===== config.mk =====
export PLATFORM = sky130hd
export DESIGN_NAME = sysid_read_port
export DESIGN_NICKNAME = d
export VERILOG_FILES = /design/src/rtl/sysid_read_port.sv
export SDC_FILE = /design/constraint.sdc
export NUM_CORES = 1
export LEC_CHECK = 0
export CORE_ASPECT_RATIO = 0.9
export CORE_MARGIN = 2
export CORE_UTILIZATION = 18
export DETAILED_ROUTE_END_ITERATION = 10
export PLACE_DENSITY = 0.83
export SLEW_MARGIN = 20
export SYNTH_ARGS = -nofsm -noshare
export SYNTH_HDL_FRONTEND = slang
export SYNTH_SLANG_ARGS = --single-unit

===== constraint.sdc =====
create_clock -name clock -period 1.2 [get_ports clock]
set_input_delay 0.18 -clock clock [delete_from_list [all_inputs] [get_ports clock]]
set_output_delay 0.18 -clock clock [all_outputs]
set_load 0.01 [all_outputs]

===== src/rtl/sysid_read_port.sv =====
// Single-outstanding Avalon-MM read handshake with a fixed read latency.
// Ports:
//   clock, reset_n      clock and asynchronous active-low reset
//   go                  hold high to request a read (drives avm_read directly)
//   accept              read accepted this cycle (go and no waitrequest)
//   rd_done, rd_data    rd_data is valid to capture in the cycle rd_done=1
//   avm_*               Avalon-MM read signals towards the slave
module sysid_read_port #(
  parameter int READ_LATENCY = 1
) (
  input  logic        clock,
  input  logic        reset_n,
  input  logic        go,
  output logic        accept,
  output logic        rd_done,
  output logic [31:0] rd_data,
  output logic        avm_read,
  input  logic        avm_waitrequest,
  input  logic [31:0] avm_readdata
);

  // Counter preload; latency 0 never uses the counter.
  localparam logic [1:0] LAT_LOAD = (READ_LATENCY > 0) ? 2'(READ_LATENCY - 1) : 2'd0;

  logic       pend_q, pend_d;
  logic [1:0] cnt_q,  cnt_d;

  // The strobe follows go, so address/read stay stable while the slave stalls.
  assign avm_read = go;
  assign accept   = go && !avm_waitrequest;
  assign rd_data  = avm_readdata;

  always_comb begin
    // NOTE: every variable gets a default first so no path leaves it unassigned (no latch).
    pend_d  = pend_q;
    cnt_d   = cnt_q;
    rd_done = 1'b0;
    if (READ_LATENCY == 0) begin
      rd_done = accept;
    end else if (pend_q) begin
      if (cnt_q == 2'd0) begin
        rd_done = 1'b1;
        pend_d  = 1'b0;
      end else begin
        cnt_d = cnt_q - 2'd1;
      end
    end else if (accept) begin
      pend_d = 1'b1;
      cnt_d  = LAT_LOAD;
    end
  end

  always_ff @(posedge clock or negedge reset_n) begin
    if (!reset_n) begin
      pend_q <= 1'b0;
      cnt_q  <= 2'd0;
    end else begin
      // NOTE: non-blocking assignments for all flops so every register samples pre-edge values.
      pend_q <= pend_d;
      cnt_q  <= cnt_d;
    end
  end

endmodule


## After elaboration in Yosys (flattened, before gate mapping)

Index checks and enable logic that the tools add are counted.

- Mux-type cells: 8
- Reduce and logical (&&, ||, !) cells: 5
- Eq/ne operators: 1
- Add/subtract/negate cells: 1

Operators with widths:

| kind | number |
|---|---|
| $mux 2 | 3 |
| $mux 1 | 5 |
| $logic_not 2->1 | 1 |
| $ne 2x2->1 const B | 1 |
| $reduce_and 2->1 | 1 |
| $reduce_bool 2->1 | 1 |
| $sub 2x1->2 const B | 1 |
| $logic_and 1x1->1 | 1 |
| $logic_not 1->1 | 1 |

- Register bits: 3
- Bits of input ports: 36
- Output and inout port bits: 35

## Longest topological paths before layout

- Word-level depth: 4
- Gate-level depth with buffers: 5

## Worst setup path after synthesis

Ideal clock, no wire load.

- Path type: register to register
- Start point: register cnt_q[1]
- End point: register cnt_q[0]
- Slack: 0.070 ns
- Cell stages (with the launch flop): 5
- Setup time: 0.124 ns
- Clock period less this slack: 1.130 ns
- Data required time: 1.076 ns
- Data arrival time: 1.007 ns
- Cell sequence: dfrtp_1 > inv_1 > ha_1 > and2_4 > o31a_1

- Longest elaborated chain between the ends: 3

Ends and longest elaborated chain:

| item | RTL line | text |
|---|---|---|
| start: declaration | 26 | `logic [1:0] cnt_q, cnt_d;` |
| start signal: assignment | 60 | `cnt_q <= cnt_d;` |
| $logic_not 2->1 | 41 | `if (cnt_q == 2'd0) begin` |
| $ne 2x2->1 (no line) | n/a |  |
| $reduce_and 2->1 (no line) | n/a |  |

Every way passes these cells.
A chain may end at the register's enable or synchronous reset.

## Final worst setup path

- Start point: register cnt_q[0]
- End point: output rd_done

- Longest elaborated chain between the ends: 3

Ends and longest elaborated chain:

| item | RTL line | text |
|---|---|---|
| $logic_not 2->1 | 41 |  |
| $mux 1 | 41 |  |
| $mux 1 | 40 | `end else if (pend_q) begin` |
| end: declaration | 15 | `output logic rd_done,` |

Every way passes these cells.

==> impl_metrics.json <==
{
  "status": "finished, violations left",
  "violations": "setup timing",
  "cts_buffers": 3,
  "htreeDepth": 1,
  "synth_top_area_cell": "buf_4",
  "start_util": 0.189,
  "final-seq-area_sq_um": 75.1,
  "syn_inst": 49,
  "fillers": 252,
  "diodes": 0,
  "postSynthAreaPerCell_sq_um": 8.32,
  "grt_pass1_wl_um": 696,
  "io_pins": 71,
  "cp.required_ps": 1020,
  "startpoint_type": "flip-flop",
  "hold_class": "input pin to asynchronous set/reset pin",
  "cts_sinks": 3,
  "end_kind": "output pin",
  "antenna_left": 0,
  "core_sq_um": 2160,
  "r2r_cells": 5,
  "critPathArrivalTime_ps": 1040,
  "setup_viol": 1,
  "vias": 190,
  "synthAdderAreaFrac": 0.0307,
  "ys_top_cells_by_area": "buf_4 61%, dfrtp_1 18%, nor2b_4 3.4%, ha_1 3.1%, inv_1 2.8%",
  "ys_seq_area_frac": 0.184,
  "first_pass_iters": 1,
  "cts_tree": "built",
  "fin_crit_ps": 1220,
  "critPathMaxFanout": 2,
  "synth-seq-cells": 3,
  "cap_violations": 0,
  "synthSimpleGateAreaFrac": 0.0828,
  "multi_input_area_sq_um": 86.3,
  "synth_top_area_share": 0.607,
  "tightest_slew_ps": 207,
  "reg2reg_from": "cnt_q[1]$_DFFE_PN0P_",
  "root_buffer": "clkbuf_4",
  "synthMuxAreaShare": 0,
  "grt-ovfl-total": 0,
  "antenna_found_initial": 0,
  "reg2reg_to": "cnt_q[0]$_DFFE_PN0P_",
  "place.gp.congestion": 0.537,
  "slew-limit-headroom": 0.862,
  "clock_latency_ps": 230,
  "fmax_mhz": 821,
  "yosysUniqueCellTypes": 11,
  "utilization": 0.159,
  "viasPerCell": 3.17,
  "vdd_drop_max_v": 0.000261,
  "dp_slack_ps": -318,
  "finalCritPeriodShare": 1.01,
  "routed_wl_um": 534,
  "synth_xor_area_frac": 0,
  "drv_slew": 0,
  "criticalPathCategory": "flip-flop to output pin",
  "layout.nets": 71,
  "die_x_um": 54.2,
  "clkSlewWorstSetupHoldPaths_ps": 40,
  "setup_slack_ps": -17.3,
  "clockBufferDepth": 2,
  "cp-startpoint": "cnt_q[0]$_DFFE_PN0P_",
  "powerDensity_nw_per_um2": 1490,
  "p_leak_nw": 0.157,
  "portBuffers": 6,
  "first_global_vias": 193,
  "final_cell_mix": "6 x buf_4, 3 x clkbuf_4, 3 x dfrtp_1, 3 x clkdlybuf4s50_1",
  "drt_iter0_drc": 0,
  "synth_top_family_by_area": "buffers and inverters",
  "area_growth_pct": -15.6,
  "dieArea_sq_um": 2660,
  "netlist_area_sq_um": 408,
  "reg2reg_slack_ps": 30,
  "hold_viol": 0,
  "synth_nets": 86,
  "grt_start_max_net_pins": 4,
  "floorplan.die.height_um": 49.2,
  "drc": 0,
  "rsz0062_at_grt": "true",
  "yosysWarningCount": 0,
  "wire_per_inst_um": 8.90,
  "rows": 16,
  "drive_gt1_frac": 0.515,
  "grt_usage": 0.0428,
  "synth_compound_area_frac": 0.0675,
  "fin_skew_ps": 0.186,
  "final_common_cell": "buf_4"
}
synthesized netlist by cell type:
cell      n
inv_1     3
dfrtp_1   3
nor2b_4   1
o31a_1    1
o21ai_0   2
ha_1      1
nand2_1   1
nor2_1    2
a22o_1    1
buf_4    33
and2_4    1
routing by layer:
| layer | track usage | routed length (um) |
|---|---|---|
| met1 | 0.0320 | 156 |
| met2 | 0.0462 | 250 |
| met3 | 0.0429 | 108 |
| met4 | 0.0667 | 19 |
| met5 | 0 | 0 |
state kept, by name, indices dropped and copies added (netlist names):
name	cells
pend_q	1
cnt_q	2
power breakdown:
part           switching (mW)  internal, mW  total, mW
Sequential             0.0106         0.119      0.129
Clock                  0.0524         0.125      0.177
Combinational          0.0801         0.127      0.208
metrics by stage:
stage | cells | TNS, ps | hold WS, ps | instance area [sq um] | power [mW]
4_1_cts | 60 | -181 | 118 | 332 | 0.544
3_3_place_gp | 55 | -867 | 360 | 299 | 0.311
6_report | 60 | -17.3 | 127 | 344 | 0.514
2_1_floorplan | 49 | 0 | -116 | 408 | 0.315
3_5_place_dp | 55 | -994 | 360 | 299 | 0.321
5_1_grt | 60 | -60.2 | 136 | 344 | 0.549
layout make-up:
class                           count  share of cell area
Multi-Input combinational cell     10               0.251
Timing Repair Buffer               13               0.324
Sequential cell                     3               0.218
Inverter                            3              0.0327
Clock buffer                        4              0.0764
Tap cell                           27              0.0982
how the worst max path moves through the flow:
| stage | cells past startpoint | end | slack, ps |
|---|---|---|---|
| finish | 4 | rd_done | -20 |
| global route | 4 | rd_done | -50 |
| global placement | 3 | accept | -300 |
| detailed placement | 3 | accept | -320 |
| CTS | 6 | cnt_q[0]$_DFFE_PN0P_ | -100 |
| floorplan | 4 | cnt_q[0]$_DFFE_PN0P_ | 70 |
kinds of logic (layout without fill, tap and decap cells):
kind of cell,Yosys count,count (layout)
DFF,3,3
buffers and inverters,36,20
adders and majority gates,1,1
AOI/OAI and AO/OA,4,4
and+or+nand+nor,5,5
critical path, cell delays in order (launching register included):
cell     delay (ps)
dfrtp_1         360
inv_2            80
ha_4            130
and2_4          140
buf_6           100
what timing repair did:
item | 4_1_cts | 5_1_grt
hold buffers | 0 | 0
pin swaps | 3 | 2
resized for setup | 12 | 4
setup buffers | 1 | 1
setup endpoints to repair | 4 | 3
endpoints found under the hold margin | 0 | 0
No activity file was read; power rests on OpenSTA's default activity.
